`src/rtl/data_hs_rx_ctl.sv`:
```
// HS receive controller for one D-PHY data lane: leader hunt, LSB-first byte
// assembly, 32-bit PPI word packing, LP-stop flush and SoT error reporting.
//
// Ports:
//   clk, rst         clock, synchronous active-high reset
//   hs_rx_en         rising edge arms reception, low level aborts
//   lp_stop          LP-11 seen on the lane, ends the burst
//   hs_bit_valid     qualifies hs_bit
//   hs_bit           deserialized HS line bit
//   rx_data_hs       received word, byte0 in [7:0]
//   rx_valid_hs      per-byte valid pulse
//   rx_active_hs     burst in progress
//   rx_sync_hs       sync found pulse
//   err_sot_hs       sync accepted with one bit error
//   err_sot_sync_hs  sync timeout pulse
//   rx_byte_cnt      bytes delivered in the current burst (saturating)
module data_hs_rx_ctl #(
  parameter logic [7:0]  SYNC_PATTERN = 8'hB8,
  parameter int unsigned SYNC_TIMEOUT = 64,
  parameter int unsigned ERR_TOL      = 1
) (
  input  logic        clk,
  input  logic        rst,
  input  logic        hs_rx_en,
  input  logic        lp_stop,
  input  logic        hs_bit_valid,
  input  logic        hs_bit,
  output logic [31:0] rx_data_hs,
  output logic [3:0]  rx_valid_hs,
  output logic        rx_active_hs,
  output logic        rx_sync_hs,
  output logic        err_sot_hs,
  output logic        err_sot_sync_hs,
  output logic [15:0] rx_byte_cnt
);

  typedef enum logic [1:0] {
    IDLE,
    SYNC_HUNT,
    RECEIVE,
    ERR_WAIT
  } state_e;

  state_e      state_q;
  logic        en_q;
  logic [7:0]  sh_q;
  logic [9:0]  to_cnt_q;
  logic [2:0]  bit_cnt_q;
  logic [1:0]  byte_idx_q;
  logic [7:0]  byte_q;
  logic [31:0] word_q;
  logic [31:0] data_q;
  logic [3:0]  valid_q;
  logic        active_q;
  logic        sync_q;
  logic        err_q;
  logic        tmo_q;
  logic [15:0] cnt_q;

  logic [7:0]  win_d;
  logic [7:0]  byte_d;
  logic [9:0]  to_cnt_d;
  logic [3:0]  dist_d;
  logic        match_d;
  logic [3:0]  fmask_d;
  logic [31:0] fdata_d;

  function automatic logic [15:0] sat_add(
    input logic [15:0] a,
    input logic [2:0]  n
  );
    logic [16:0] s;
    s = {1'b0, a} + {14'd0, n};
    return s[16] ? 16'hFFFF : s[15:0];
  endfunction

  assign win_d    = {hs_bit, sh_q[7:1]};
  assign byte_d   = {hs_bit, byte_q[7:1]};
  assign to_cnt_d = to_cnt_q + 10'd1;
  assign match_d  = (dist_d <= 4'(ERR_TOL));

  always_comb begin
    dist_d = '0;
    for (int i = 0; i < 8; i++) begin
      dist_d = dist_d + {3'd0, win_d[i] ^ SYNC_PATTERN[i]};
    end
  end

  // Only completed bytes are flushed; the rest read as zero.
  always_comb begin
    fmask_d = 4'b0000;
    case (byte_idx_q)
      2'd1:    fmask_d = 4'b0001;
      2'd2:    fmask_d = 4'b0011;
      2'd3:    fmask_d = 4'b0111;
      default: fmask_d = 4'b0000;
    endcase
  end

  always_comb begin
    fdata_d = '0;
    for (int i = 0; i < 4; i++) begin
      fdata_d[8*i +: 8] = fmask_d[i] ? word_q[8*i +: 8] : 8'h00;
    end
  end

  always_ff @(posedge clk) begin
    if (rst) begin
      state_q    <= IDLE;
      en_q       <= 1'b0;
      sh_q       <= 8'hFF;
      to_cnt_q   <= '0;
      bit_cnt_q  <= '0;
      byte_idx_q <= '0;
      byte_q     <= '0;
      word_q     <= '0;
      data_q     <= '0;
      valid_q    <= '0;
      active_q   <= 1'b0;
      sync_q     <= 1'b0;
      err_q      <= 1'b0;
      tmo_q      <= 1'b0;
      cnt_q      <= '0;
    end else begin
      en_q    <= hs_rx_en;
      valid_q <= '0;
      sync_q  <= 1'b0;
      err_q   <= 1'b0;
      tmo_q   <= 1'b0;
      if (state_q == IDLE) begin
        if (hs_rx_en && !en_q) begin
          state_q  <= SYNC_HUNT;
          sh_q     <= 8'hFF;
          to_cnt_q <= '0;
          cnt_q    <= '0;
        end
      end else if (!hs_rx_en) begin
        // Abort: drop partial data, keep the byte count.
        state_q    <= IDLE;
        active_q   <= 1'b0;
        bit_cnt_q  <= '0;
        byte_idx_q <= '0;
      end else begin
        case (state_q)
          SYNC_HUNT: begin
            if (lp_stop) begin
              state_q <= IDLE;
            end else if (hs_bit_valid) begin
              sh_q <= win_d;
              if (match_d) begin
                state_q    <= RECEIVE;
                sync_q     <= 1'b1;
                err_q      <= (dist_d != 4'd0);
                active_q   <= 1'b1;
                bit_cnt_q  <= '0;
                byte_idx_q <= '0;
              end else begin
                to_cnt_q <= to_cnt_d;
                if (to_cnt_d == 10'(SYNC_TIMEOUT)) begin
                  tmo_q   <= 1'b1;
                  state_q <= ERR_WAIT;
                end
              end
            end
          end
          RECEIVE: begin
            if (lp_stop) begin
              if (byte_idx_q != 2'd0) begin
                valid_q <= fmask_d;
                data_q  <= fdata_d;
                cnt_q   <= sat_add(cnt_q, {1'b0, byte_idx_q});
              end
              state_q    <= IDLE;
              active_q   <= 1'b0;
              bit_cnt_q  <= '0;
              byte_idx_q <= '0;
            end else if (hs_bit_valid) begin
              byte_q    <= byte_d;
              bit_cnt_q <= bit_cnt_q + 3'd1;
              if (bit_cnt_q == 3'd7) begin
                word_q[8*byte_idx_q +: 8] <= byte_d;
                byte_idx_q <= byte_idx_q + 2'd1;
                if (byte_idx_q == 2'd3) begin
                  data_q  <= {byte_d, word_q[23:0]};
                  valid_q <= 4'b1111;
                  cnt_q   <= sat_add(cnt_q, 3'd4);
                end
              end
            end
          end
          ERR_WAIT: begin
            if (lp_stop) begin
              state_q <= IDLE;
            end
          end
          default: state_q <= IDLE;
        endcase
      end
    end
  end

  assign rx_data_hs      = data_q;
  assign rx_valid_hs     = valid_q;
  assign rx_active_hs    = active_q;
  assign rx_sync_hs      = sync_q;
  assign err_sot_hs      = err_q;
  assign err_sot_sync_hs = tmo_q;
  assign rx_byte_cnt     = cnt_q;

endmodule

```
`config.mk`:
```
export PLATFORM = sky130hd
export DESIGN_NAME = data_hs_rx_ctl
export DESIGN_NICKNAME = d
export VERILOG_FILES = /design/src/rtl/data_hs_rx_ctl.sv
export SDC_FILE = /design/constraint.sdc
export NUM_CORES = 1
export LEC_CHECK = 0
export BUFFER_PORTS_ARGS = -buffer_cell sky130_fd_sc_hd__buf_4
export CAP_MARGIN = 20
export CORE_ASPECT_RATIO = 0.9
export CORE_UTILIZATION = 38
export DETAILED_ROUTE_END_ITERATION = 8
export PLACE_DENSITY = 0.6
export RECOVER_POWER = 50
export SLEW_MARGIN = 40
export SYNTH_ARGS = -nofsm -noshare
export SYNTH_HDL_FRONTEND = slang
export SYNTH_SLANG_ARGS = --single-unit
```
`constraint.sdc`:
```
create_clock -name clk -period 8 [get_ports clk]
set_clock_uncertainty 0.15 [all_clocks]
set_input_delay 0.8 -clock clk [delete_from_list [all_inputs] [get_ports clk]]
set_output_delay 0.8 -clock clk [all_outputs]
set_load 0.02 [all_outputs]
```
Yosys cells after proc, flatten, opt, wreduce, memory -nomap -nowiden
Index checks and enable logic that the tools add are counted.

cells by class
  add/subtract/negate cells = 13
  magnitude comparators = 1
  equal/unequal tests = 23
  shift-type cells = 2
  muxes and demuxes = 72
  bitwise gates (word level) = 11
  reduce and logical (&&, ||, !) cells = 30

operators with widths
  operator                   number
  $mux W16                   11
  $mux W32                   5
  $mux W8                    10
  $mux W10                   7
  $neg A5 Y34                1
  $shift A8 B34 Y32 const A  1
  $shiftx A8 B34 Y32         1
  $bwmux W32                 1
  $mux W2                    15
  $reduce_and A6 Y1          4
  $mux W3                    7
  $reduce_and A7 Y1          3
  $add A16 B2 Y17            1
  $add A16 B3 Y17 const B    1
  $add A4 B1 Y4              4
  $mux W4                    4
  $reduce_bool A2 Y1         8
  $reduce_or A7 Y1           2
  $ne A3 B3 Y1 const B       4
  $not A1 Y1                 11
  $add A10 B1 Y10 const B    1
  $eq A10 B7 Y1 const B      1
  $reduce_and A5 Y1          2
  $pmux W3 S3                1
  28 further kinds           46

storage, ports and cells
  register bits = 122
  input port bits = 6

Depth between registers and ports, before layout
  depth in word-level cells = 14
  depth in mapped cells = 10
  depth with buffers taken out = 10

Least setup slack after synthesis
No wires, ideal clock.

  path type = reg2reg
  start point = reg sh_q[1]
  end point = reg to_cnt_q[6]
  library setup time = 70 ps
  arrival = 3487 ps
  slack = 4292 ps
  stages on the path, launching flop included = 11
  buffers on the path = 0
  cell sequence = dfxtp_1 -> fa_1 -> fa_1 -> fa_1 -> ha_1 -> fa_1 -> and2_1 -> a21oi_1 -> o221ai_2 -> or3b_1 -> a21oi_1

between the ends
  word-level cells in the longest chain between the ends = 10

ends and longest elaborated chain
  what                         line  source
  start, declared              46    logic [7:0] sh_q;
  start signal, assigned       149   sh_q <= win_d;
  $add A1 B1 Y2                85    dist_d = dist_d + {3'd0, win_d[i] ^ SYNC_PATTERN[i]};
  $add A2 B1 Y3                85
  $add A3 B1 Y4                85
  $add A4 B1 Y4 (4 in series)  85
  $le A4 B1 Y1                 80    assign match_d = (dist_d <= 4'(ERR_TOL));
  $ne A2 B1 Y1 (no line)       -
  $reduce_and A6 Y1 (no line)  -
  end signal, assigned         158   to_cnt_q <= to_cnt_d;
  end, declared                47    logic [9:0] to_cnt_q;

No other way between the ends.
A chain may end at the register's enable or synchronous reset.

Worst setup path in the final report
Same ends and word-level chain as after synthesis.

==> flow_metrics.py <==
metrics = {
    "clocking": {
        "cts_tree": "built",
        "clock_tree.root_cell": "sky130_fd_sc_hd__clkbuf_16",
        "cts.path.max_buffers": 2,
        "cts_max_level": 3,
        "clock_sink_count": 112,
        "post_cts_hold_buffer_count": 0,
        "cts.clk_slew.worst_paths_ps": 70,
        "cts_resized": 0,
        "clk_latency_ps": 350,
        "cts.repair_timing.setup_buffer_count": 0,
        "number_of_buffers_added_by_the_clock_tree_synthesis_step": 9,
    },
    "global_route": {
        "grt_max_degree": 94,
        "globalRouteTotalUtil_pct": 19.9,
        "antenna_found_initial": 0,
        "grt_remaining_overflow": 0,
        "grt_pass1_vias": 4565,
        "first_pass_grt_wire_length_um": 23100,
    },
    "synth": {
        "synth_seq_cells": 112,
        "asyncSetResetFlopFracSynth_pct": 0,
        "synthesis.area_per_instance_um2": 8.39,
        "synth_enable_flop_cells": 0,
        "synth_warnings": 0,
        "synth_largest_area_cell": "sky130_fd_sc_hd__dfxtp_1",
        "yosys-top-cells-area": "sky130_fd_sc_hd__dfxtp_1, sky130_fd_sc_hd__a21oi_1, sky130_fd_sc_hd__nand3_1",
        "yosysSeqAreaShare_pct": 41.6,
        "postSynthNetCount": 668,
        "synth-main-ff-cell": "sky130_fd_sc_hd__dfxtp_1",
        "synth_top_cell_area_share_pct": 41.6,
        "netlist-cell-type-count": 68,
        "post_synth_design_cell_area_um2": 5390,
        "synthesis.instances": 642,
    },
    "setup_path": {
        "required_time_of_the_critical_path_ps": 8120,
        "critical-path-max-stage-delay_ps": 560,
        "worst-endpoint-arrival_ps": 4170,
        "cpMostUsedCell": "sky130_fd_sc_hd__fa_1",
        "cp_max_fo": 8,
        "r2r.worst_path.cells": 10,
        "worstSetupEndpointType": "register",
        "timing.critical_path.from_type": "register",
        "cp_cell_sequence": "fa_1 > fa_1 > fa_1 > ha_1 > fa_1 > and2_1 > a21oi_1 > o221ai_2 > or3b_1 > a21oi_1",
        "cpMaxStageDelayCell": "sky130_fd_sc_hd__fa_1",
        "timing.setup.critical_path_class": "register to register",
    },
    "placement": {
        "place.gp.congestion": 0.871,
        "cells_after_dpl": 857,
        "post-dp-hpwl_um": 9760,
        "io_buffers": 61,
    },
    "cells_and_area": {
        "antenna-diode-count": 0,
        "final.fill_count": 1426,
        "final_cell_mix": "sky130_fd_sc_hd__dfxtp_1, sky130_fd_sc_hd__a21oi_1, sky130_fd_sc_hd__nand2_1",
        "fin_nets": 705,
        "final_common_cell": "sky130_fd_sc_hd__dfxtp_1",
        "non_filler_instance_count_after_layout": 872,
        "area_growth_syn_to_layout_pct": 11.7,
        "layout-drive-gt1-share_pct": 6.44,
    },
    "worst_hold_path": {
        "worst_hold_path_type": "register to register",
        "holdPathStages": 2,
    },
    "routing": {
        "wl_per_cell_um": 16.2,
        "vias": 4838,
        "routed_via_density": 5.55,
        "detail_route.drc_violations": 0,
        "drt_iter0_drc": 424,
        "drt_pre_antenna_iters": 6,
        "drt_wl_total_um": 14100,
        "antenna_violating_nets_post_route": 0,
    },
    "sta": {
        "grt_setup_unrepaired": "no",
        "period_utilisation_layout_pct": 50.6,
        "maxSlewViolCount": 0,
        "fmax_ghz": 0.247,
        "final.min_clock_period_ps": 4050,
        "timing.slew.headroom_pct": 0.222,
        "worst-slew-pin-transition_ps": 1500,
        "totalNegativeSetupSlack_ps": 0,
        "setup_violations": 0,
        "hold_violations": 0,
    },
    "floorplanning": {
        "die_height_um": 115,
        "die_area_um2": 14700,
        "number_of_placement_rows": 40,
        "top_level_ports": 62,
        "core-area_um2": 13600,
        "initial_core_utilization_pct": 39.6,
        "die_width_um": 128,
    },
    "power": {
        "max-vdd-ir-drop_v": 0.000123,
        "cellPowerDensity_nw_per_um2": 176,
        "power.static_leakage_uw": 0.00203,
    },
    "flow_run": {
        "maxCapViolations": 1,
    },
    "outcome": {
        "outcome": "complete, but fails checks",
        "failed_checks": "capacitance limit",
    },
}
cells by family after synthesis:
| kind of cell | Yosys count | synth area share (%) |
|---|---|---|
| adders and majority gates | 20 | 5.34 |
| AOI/OAI and AO/OA | 166 | 19.9 |
| buffers and inverters | 55 | 4.37 |
| and+or+nand+nor | 280 | 27.1 |
| DFF | 112 | 41.6 |
| muxes | 9 | 1.67 |
cell usage after synthesis, types with 3 or more instances:
library cell,instances
sky130_fd_sc_hd__or3b_1,3
sky130_fd_sc_hd__inv_1,17
sky130_fd_sc_hd__o21a_1,3
sky130_fd_sc_hd__nor4_1,3
sky130_fd_sc_hd__fa_1,5
sky130_fd_sc_hd__o31ai_1,5
sky130_fd_sc_hd__or3_1,6
sky130_fd_sc_hd__nand4_1,4
sky130_fd_sc_hd__and2_1,8
sky130_fd_sc_hd__nor2b_1,10
sky130_fd_sc_hd__dfxtp_1,112
sky130_fd_sc_hd__o21ai_0,23
sky130_fd_sc_hd__o311ai_1,3
sky130_fd_sc_hd__a21o_1,3
sky130_fd_sc_hd__mux2i_1,9
sky130_fd_sc_hd__and3_1,13
sky130_fd_sc_hd__nor3b_1,6
sky130_fd_sc_hd__nand2_1,75
sky130_fd_sc_hd__a41oi_1,4
sky130_fd_sc_hd__buf_2,17
sky130_fd_sc_hd__clkbuf_1,18
sky130_fd_sc_hd__a22oi_1,10
sky130_fd_sc_hd__a31oi_1,5
sky130_fd_sc_hd__ha_1,15
sky130_fd_sc_hd__nand3_1,67
sky130_fd_sc_hd__nor3_1,15
sky130_fd_sc_hd__nor2_1,45
sky130_fd_sc_hd__a21oi_1,79
sky130_fd_sc_hd__nand2b_1,4
sky130_fd_sc_hd__a211oi_1,4
final timing paths:
kind,start,end,slack [ps]
worst max-delay path,sh_q[1]$_SDFFE_PP1P_,to_cnt_q[6]$_SDFFE_PP0P_,3950
worst min-delay path,rx_data_hs[17]$_SDFFE_PP0P_,rx_data_hs[17]$_SDFFE_PP0P_,300
worst max register to register,sh_q[1]$_SDFFE_PP1P_,to_cnt_q[6]$_SDFFE_PP0P_,3950
worst min register to register,rx_data_hs[17]$_SDFFE_PP0P_,rx_data_hs[17]$_SDFFE_PP0P_,300
per-layer routing:
layer,track usage [%],share of wire (%),vias up
met5,0,0,-
met2,32.3,46,114
li1,-,-,2394
met1,26.7,48,2313
met3,4.33,5.0,17
met4,5.87,1.2,0
power breakdown:
part           total (µW)  switching [µW]  internal, µW
clock network         444             203           241
logic                53.1            39.5          13.6
registers             560            2.19           558
total                1060             245           813
registers in the layout (all words and copies together), names as in the netlist, 2 cells and up:
name	cells
byte_q	7
sh_q	7
byte_idx_q	2
bit_cnt_q	3
word_q	24
to_cnt_q	10
rx_valid_hs	4
rx_data_hs	32
rx_byte_cnt	16
state_q	2
layout make-up:
class | count | area (µm²) | area share [%]
inverters | 17 | 63.8 | 1.06
repair buffers | 64 | 263 | 4.37
well taps | 189 | 236 | 3.93
clock buffers | 10 | 229 | 3.80
multi-input cells | 475 | 2930 | 48.6
flip-flops and latches | 112 | 2240 | 37.3
clock inverters | 5 | 56.3 | 0.936
critical path, delay by kind of cell (launching register included):
family / cells / cell delay [ps]
simple gates: 2 / 590
fa+ha+maj: 5 / 2070
compound gates: 3 / 820
flops: 1 / 330
metrics by stage:
stage          power [µW]  hold slack [ps]  utilization (%)  setup slack [ps]  cell area (µm²)
2_1_floorplan         610              282                -              4290             5390
3_3_place_gp          624              291             43.6              4120             5930
3_5_place_dp          626              294             43.6              3960             5940
4_1_cts              1070              304             45.7              3930             6230
5_1_grt              1100              322             44.2              3600             6020
6_report             1060              300             44.2              3950             6020
Power figures use the tool's default switching activity.
